$ cat src/rtl/sensors_scanner.sv
// Polls NR_SENSORS sensors one at a time over req/ack; a scan costs sum(w_k+1) cycles from start.
// No backpressure: a silent sensor is cut off after TIMEOUT wait cycles and reported disabled.
module sensors_scanner #(
    parameter int NR_SENSORS = 5,
    parameter int DATA_W     = 8,
    parameter int TIMEOUT    = 15
) (
    input  logic                         clk_i,
    input  logic                         rst_i,
    input  logic                         start_i,
    output logic [2:0]                   sensor_sel_o,
    output logic                         sensor_req_o,
    input  logic                         sensor_ack_i,
    input  logic [DATA_W-1:0]            sensor_data_i,
    output logic [NR_SENSORS*DATA_W-1:0] sensors_data_o,
    output logic [NR_SENSORS-1:0]        sensors_en_o,
    output logic                         scan_done_o,
    output logic                         busy_o
);

    localparam int TMR_W = $clog2(TIMEOUT + 1);

    typedef enum logic [1:0] {
        ST_IDLE = 2'd0,
        ST_WAIT = 2'd1,
        ST_NEXT = 2'd2,
        ST_DONE = 2'd3
    } state_t;

    state_t                        state;
    state_t                        state_nxt;
    logic [2:0]                    idx;
    logic [TMR_W-1:0]              timer;
    logic [DATA_W-1:0]             shadow_data [NR_SENSORS];
    logic [NR_SENSORS-1:0]         shadow_en;
    logic [NR_SENSORS*DATA_W-1:0]  data_q;
    logic [NR_SENSORS-1:0]         en_q;
    logic                          timeout;
    logic                          last;

    // Timer counts completed WAIT cycles, so TIMEOUT-1 marks the final allowed cycle.
    assign timeout = (timer == TMR_W'(TIMEOUT - 1));
    assign last    = (idx == 3'(NR_SENSORS - 1));

    always_ff @(posedge clk_i) begin
        if (rst_i) begin
            state <= ST_IDLE;
        end else begin
            state <= state_nxt;
        end
    end

    always_comb begin
        state_nxt = state;
        case (state)
            ST_IDLE: if (start_i) state_nxt = ST_WAIT;
            ST_WAIT: if (sensor_ack_i || timeout) state_nxt = ST_NEXT;
            ST_NEXT: state_nxt = last ? ST_DONE : ST_WAIT;
            ST_DONE: state_nxt = ST_IDLE;
            default: state_nxt = ST_IDLE;
        endcase
    end

    always_comb begin
        sensor_req_o = (state == ST_WAIT);
        busy_o       = (state != ST_IDLE);
        scan_done_o  = (state == ST_DONE);
        sensor_sel_o = idx;
    end

    assign sensors_data_o = data_q;
    assign sensors_en_o   = en_q;

    always_ff @(posedge clk_i) begin
        if (rst_i) begin
            idx       <= '0;
            timer     <= '0;
            shadow_en <= '0;
            data_q    <= '0;
            en_q      <= '0;
            for (int k = 0; k < NR_SENSORS; k++) begin
                shadow_data[k] <= '0;
            end
        end else begin
            case (state)
                ST_IDLE: begin
                    if (start_i) begin
                        idx       <= '0;
                        timer     <= '0;
                        shadow_en <= '0;
                        for (int k = 0; k < NR_SENSORS; k++) begin
                            shadow_data[k] <= '0;
                        end
                    end
                end
                ST_WAIT: begin
                    // An ack on the last allowed cycle still counts as an answer.
                    if (sensor_ack_i) begin
                        for (int k = 0; k < NR_SENSORS; k++) begin
                            if (idx == 3'(k)) begin
                                shadow_data[k] <= sensor_data_i;
                                shadow_en[k]   <= 1'b1;
                            end
                        end
                    end else if (timeout) begin
                        for (int k = 0; k < NR_SENSORS; k++) begin
                            if (idx == 3'(k)) begin
                                shadow_data[k] <= '0;
                                shadow_en[k]   <= 1'b0;
                            end
                        end
                    end else begin
                        timer <= timer + 1'b1;
                    end
                end
                ST_NEXT: begin
                    if (last) begin
                        // Publish the whole scan in one edge so no partial result is seen.
                        for (int k = 0; k < NR_SENSORS; k++) begin
                            data_q[k*DATA_W +: DATA_W] <= shadow_data[k];
                        end
                        en_q <= shadow_en;
                    end else begin
                        idx   <= idx + 3'd1;
                        timer <= '0;
                    end
                end
                default: ;
            endcase
        end
    end

endmodule

$ cat config.mk
export PLATFORM = sky130hd
export DESIGN_NAME = sensors_scanner
export DESIGN_NICKNAME = d
export VERILOG_FILES = /design/src/rtl/sensors_scanner.sv
export SDC_FILE = /design/constraint.sdc
export NUM_CORES = 1
export LEC_CHECK = 0
export CAP_MARGIN = 20
export CORE_ASPECT_RATIO = 1.5
export CORE_MARGIN = 3
export CORE_UTILIZATION = 56
export CTS_CLUSTER_DIAMETER = 30
export CTS_CLUSTER_SIZE = 8
export DETAILED_ROUTE_END_ITERATION = 6
export GPL_ROUTABILITY_DRIVEN = 1
export PLACE_DENSITY = 0.83
export SYNTH_ARGS = -nofsm -noshare
export SYNTH_HDL_FRONTEND = slang
export SYNTH_SLANG_ARGS = --single-unit
$ cat constraint.sdc
create_clock -name clk_i -period 4.35 [get_ports clk_i]
set_input_delay 0.87 -clock clk_i [delete_from_list [all_inputs] [get_ports clk_i]]
set_output_delay 0.87 -clock clk_i [all_outputs]
set_load 0.05 [all_outputs]
==> results.tsv <==
metric	value	unit
result of the run	complete, no violations	
Syn Nets	367	
data required time of the worst path	3.48	ns
Leakage Power	1.55	nW
Tcrit/Tclk final	67.8	%
most congested layer reported by global routing	met2	
Starting Density	57.8	%
register-to-register path setup slack	2.26	ns
count of antenna-violating nets left after detailed routing	0	
endpoint arrival time on the critical path	2.08	ns
CTS HTree Levels	3	
initial antenna violation count	0	
synthesis-to-finish area growth	20.6	%
share of the yosys chip area belonging to registers	63.1	%
Final Core Density	69.7	%
DR iter-0 viols	160	
DR DRC count	0	
floorplan die height	107	µm
routed length per instance	15.3	µm
postcts setup bufs	0	
final count of negative-setup-slack endpoints	0	
met3 routing resource usage after global routing	5.25	%
layout cells sized above 1	10.2	%
number of endpoints with negative hold slack in the final report	0	
Clock Tree Buf Depth	2	
largest net degree at the start of global routing	58	
clock-pin slew of the registers on the worst-case setup and hold paths	0.09	ns
top cells by area, synth	sky130_fd_sc_hd__edfxtp_1, sky130_fd_sc_hd__dfxtp_1, sky130_fd_sc_hd__nand2_1	
most common library cell in the layout ignoring fill and taps	sky130_fd_sc_hd__nand2_1	
number of buffers inserted for hold repair after clock tree synthesis	0	
peak clock frequency supported by timing	0.339	GHz
pins over their slew limit	0	
Core Footprint	0.00653	mm²
maximum fanout along the worst path	10	
most frequent cells in the layout	sky130_fd_sc_hd__nand2_1, sky130_fd_sc_hd__clkdlybuf4s50_1, sky130_fd_sc_hd__dfxtp_1	
TritonCTS clock tree	built	
met2 global-route usage	35.0	%
gate count after technology mapping	348	
routed wire length	7.45	mm
global routing usage summed across all routing layers	20.6	%
layout net count	425	
power per standard cell area	359	mW/mm²
number of buffers created by CTS	9	
Overflow after GRT	0	
Fin Clk Skew	0.0146	ns
critical path capture point type	output port	
die extent in x	73.1	µm
met1 global-route usage	24.6	%
area of the mapped netlist	0.00378	mm²
placer congestion estimate	0.910	
Min Clock Period, post-route	2.95	ns
Critical Path Start Type	flop	
clock root cell	sky130_fd_sc_hd__clkbuf_8	
number of search-and-repair iterations in the first detailed-routing pass	4	
antenna diode instance count	0	
Rel. slew slack	43.9	%
global-route wire length before repair	12.2	mm
Max Cap Violations	0	
final sum of negative setup slack	0	ns
vias in the first global route	2570	
cell taking the most area after synthesis	sky130_fd_sc_hd__edfxtp_1	
Total Die Area	0.00779	mm²
row count	36	
Filler Cell Count	483	
TritonCTS sink count	99	
average footprint of a synthesized cell	10.9	µm²
HPWL Detailed	5.18	mm
post-cts resize count	0	
Buffers on Ports	62	
top cell type's share of synthesized area	31.8	%
type of the worst setup path	reg2out	
total vias in the final route	2594	
flip-flop and latch count after synthesis	99	
RSZ-0062 raised after global routing	false	
count of unique library cells instantiated by Yosys	42	
I/O pins	63	
total number of yosys warnings	0	
transition time of the tightest slew-check pin	0.836	ns
VDD IR-drop max	233	µV
number of vias per cell	5.33	
HP Class	reg2reg	
later-pin clock latency in the skew report	0.36	ns
==> state kept, by name, summed over array words and instances (netlist names) <==
register,flops
state,2
shadow_en,5
sensor_sel_o,3
shadow_data,40
sensors_data_o,40
timer,4
sensors_en_o,5
==> metrics by stage <==
| step | instance area, µm² | power, mW | setup WS, ns | instances | hold slack, ns |
|---|---|---|---|---|---|
| floorplan | 3780 | 1.08 | 2.16 | 348 | 0.429 |
| global route | 4550 | 1.70 | 1.32 | 487 | 0.474 |
| finish | 4550 | 1.63 | 1.40 | 487 | 0.456 |
| global placement | 4340 | 1.11 | 1.39 | 469 | 0.447 |
| detailed placement | 4340 | 1.11 | 1.28 | 469 | 0.446 |
| CTS | 4530 | 1.64 | 1.42 | 485 | 0.458 |
==> final timing paths <==
check	from	endpoint	cells past startpoint
setup / recovery	state[0]	sensor_req_o	3
hold / removal	sensors_data_o[24]	sensors_data_o[24]	2
setup reg to reg	timer[0]	shadow_data[0][22]	5
hold reg to reg	sensors_data_o[24]	sensors_data_o[24]	2
==> power by group <==
group,total [mW],internal [mW],switching (mW)
Clock,0.544,0.257,0.287
Sequential,1.01,0.997,0.0134
Combinational,0.0804,0.0282,0.0521
Total,1.63,1.28,0.353
==> routing by layer <==
layer,share of wire (%),wire length (µm)
met4,1.5,109
met2,53,3930
met1,41,3070
met3,4.5,337
met5,0,0
==> cell type report <==
| class | count | area, µm² | share of cell area (%) |
|---|---|---|---|
| clock buffers | 14 | 174 | 3.82 |
| clock inverters | 2 | 8.76 | 0.192 |
| inverters | 8 | 30.0 | 0.659 |
| multi-input cells | 224 | 1220 | 26.8 |
| flip-flops and latches | 99 | 2380 | 52.3 |
| well taps | 76 | 95.1 | 2.09 |
| repair buffers | 64 | 643 | 14.1 |
==> kinds of logic (layout without fill, tap and decap cells) <==
kind of cell,Yosys count,after routing,synth area share [%]
and+or+nand+nor,140,140,16.5
buffers and inverters,25,88,4.60
DFF,99,99,63.1
muxes,2,2,0.530
AOI/OAI and AO/OA,75,75,13.0
adders and majority gates,7,7,2.32
==> Yosys cell counts, drive strengths merged <==
cell type / count
a211oi: 1
o2111ai: 1
nand2: 103
clkbuf: 4
nor2b: 1
edfxtp: 40
mux2i: 2
dfxtp: 59
o21ba: 1
nor3b: 1
a21o: 1
o21bai: 1
a21oi: 52
and2: 12
nand2b: 8
a211o: 1
and3: 1
o21ai: 7
a32o: 3
nor2: 8
a22oi: 1
a31o: 1
nand3: 2
and2b: 1
ha: 7
o32ai: 1
a21bo: 1
a31oi: 1
buf: 13
nor3: 3
o22ai: 2
inv: 8
==> worst max-delay path, cell delays in order, from the launching register on <==
cell                              delay [ns]
sky130_fd_sc_hd__dfxtp_1                0.54
sky130_fd_sc_hd__nand2b_1               0.23
sky130_fd_sc_hd__inv_1                  0.15
sky130_fd_sc_hd__clkdlybuf4s50_1        0.82
(Power assumes the default switching activity.)
==> RTL change, RTL diff (same flow settings) <==
Re-encode `state_t` (4 states) as one-hot, 4 bits wide.
--- a/src/rtl/sensors_scanner.sv
+++ b/src/rtl/sensors_scanner.sv
@@ -22,7 +22,7 @@
 
-    typedef enum logic [1:0] {
-        ST_IDLE = 2'd0,
-        ST_WAIT = 2'd1,
-        ST_NEXT = 2'd2,
-        ST_DONE = 2'd3
+    typedef enum logic [3:0] {
+        ST_IDLE = 4'b0001,
+        ST_WAIT = 4'b0010,
+        ST_NEXT = 4'b0100,
+        ST_DONE = 4'b1000
     } state_t;
Behaviour: same outputs for any inputs over 10 cycles, from zero or initial values and one cycle with rst_i high; not proved beyond that.
==> RTL change against the unedited design <==
Maximum frequency decreased by 9.3%. Sequential cell count increased by 2. Wire length increased by 7.3%. Synthesized cell count increased by 1.4%. Area after synthesis decreased by 0.63%. Power increased by 2.8%. Setup slack got worse by 0.30 ns. Die area decreased by 0.59%. Cell area increased by 0.30%. Critical endpoint unchanged.
==> RTL change: results (changes against the unedited design) <==
* Root Buffer: clkbuf_8
* Most frequent cells after synthesis: nand2_1, dfxtp_1, a21oi_1, edfxtp_1, clkbuf_1
* Min-delay src: sensors_en_o[3]$_SDFFE_PP0P_
* Critical path destination: sensor_req_o
* GP Congestion at 0.989 (+8.7%)
* Fraction of layout cells with a size suffix above 1 at 0.0747 (-0.0275)
* Post-synthesis async set-or-reset flop share at 0 (unchanged)
* Slowest cell on crit path: clkdlybuf4s50_1
* CTS buffer count at 9 (unchanged)
* Max FO, Critical Path at 13 (+3)
* Outcome: complete, no violations
* Primary FF master, synth: dfxtp_1
* Worst R2R Path Depth at 4 (-1)
* NumNets Final at 430 (+1.2%)
* Initial antenna violation count at 0 (unchanged)
* Internal at 0.00130 W (+1.1%)
* R2r setup slk at 1.70 ns (-0.56 ns)
* Initial drt markers at 161 (+0.63%)
* Max clock buf depth at 2 (unchanged)
* Ranking of synthesized cells by area: dfxtp_1, edfxtp_1, nand2_1, a21oi_1, ha_1
* Top delay family on crit path: buffers and inverters
* Largest stage delay on the critical path at 0.84 ns (+0.02 ns)
* Synth Area per Inst at 10.6 sq um (-2.0%)
* Worst-Skew Late Latency at 0.34 ns (-0.02 ns)
* Critical R2R Capture: sensors_data_o[3]$_SDFFE_PP0P_
* Syn Nets at 372 (+1.4%)
* First-pass GRT wire length at 13.1 mm (+7.5%)
* Cell variety after synth at 41 (-2.4%)
* Post-CTS setup buffer count at 0 (unchanged)
* Clock Skews at 0.00953 ns (-0.00503 ns)
* Worst EP arrival at 2.38 ns (+0.30 ns)
* Post-CTS Resized at 0 (unchanged)
* Count of flip-flops with a built-in enable after synthesis at 40 (unchanged)
* Filler cells at 470 (-2.7%)
* Largest net degree at the start of global routing at 64 (+10%)
* Worst slew margin at 0.375 (-0.0642)
* Wirelength per Cell at 16.3 um (+6.8%)
* Max VDD drop at 0.219 mV (-6.1%)
* R2R Path Start: state[2]$_SDFFE_PP0P_
* Hold Crit Class: reg2reg
* Hold Path End: sensors_en_o[3]$_SDFFE_PP0P_
* Fin cells at 489 (+0.41%)
* Vias per cell at 5.68 (+6.7%)
* Tot GR Track Use at 0.218 (+0.0115)
* Port Buffer Count at 62 (unchanged)
* Critical Path Source: state[1]$_SDFFE_PP0P_
* DP HPWL at 5.59 mm (+7.7%)
* Register area share after synthesis at 0.645 (+0.0147)
* Drt drc at 0 (unchanged)
* Leakage Power at 1.54 nW (-0.71%)
* Inst Count DP at 473 (+0.85%)
==> RTL change: changes by cell type after synthesis, moves of 4 or more <==
cell and delta:
clkbuf_1 +5, a21oi_2 -15, nand2b_1 -8, a21oi_1 +17, buf_2 -5, a31oi_1 +5
a211oi_1 +4, buf_8 -4
==> RTL change: through the flow <==
stage                     setup slack, ns  total power [W]  cell area (sq um)  hold WS, ns
after floorplan                      1.45          0.00112               3750        0.431
after global placement               1.43          0.00115               4370        0.444
after detailed placement             1.32          0.00116               4370        0.446
after CTS                            1.09          0.00169               4550        0.459
after global routing                 1.02          0.00174               4570        0.472
final                                1.10          0.00168               4570        0.457
==> RTL change: layout make-up <==
| cell class | instances | area share |
|---|---|---|
| inverters | 9 | 0.00740 |
| clock buffers | 10 | 0.0326 |
| repair buffers | 63 | 0.139 |
| flip-flops and latches | 101 | 0.530 |
| well taps | 74 | 0.0203 |
| clock inverters | 5 | 0.00712 |
| multi-input cells | 227 | 0.263 |
==> RTL change: power groups by stage <==
stage          combinational [W]  sequential [W]  clock (W)
6_report               0.0000975         0.00104   0.000542
5_1_grt                 0.000105         0.00104   0.000591
4_1_cts                0.0000947         0.00104   0.000554
3_5_place_dp           0.0000942         0.00106          0
3_3_place_gp           0.0000907         0.00106          0
2_1_floorplan          0.0000637         0.00106          0
==> RTL change: logic make-up after synthesis <==
group | count (synthesis) | share of synthesized area
mux | 1 | 0.00300
simple gates | 135 | 0.168
xor+xnor | 2 | 0.00467
buf+inv | 25 | 0.0343
compound gates | 82 | 0.122
flops | 101 | 0.645
fa+ha+maj | 7 | 0.0233
==> RTL change: layer usage <==
metal | track usage | share of wire
met1 | 0.257 | 0.39
met2 | 0.379 | 0.53
met3 | 0.0360 | 0.050
met4 | 0.0976 | 0.032
met5 | 0 | 0
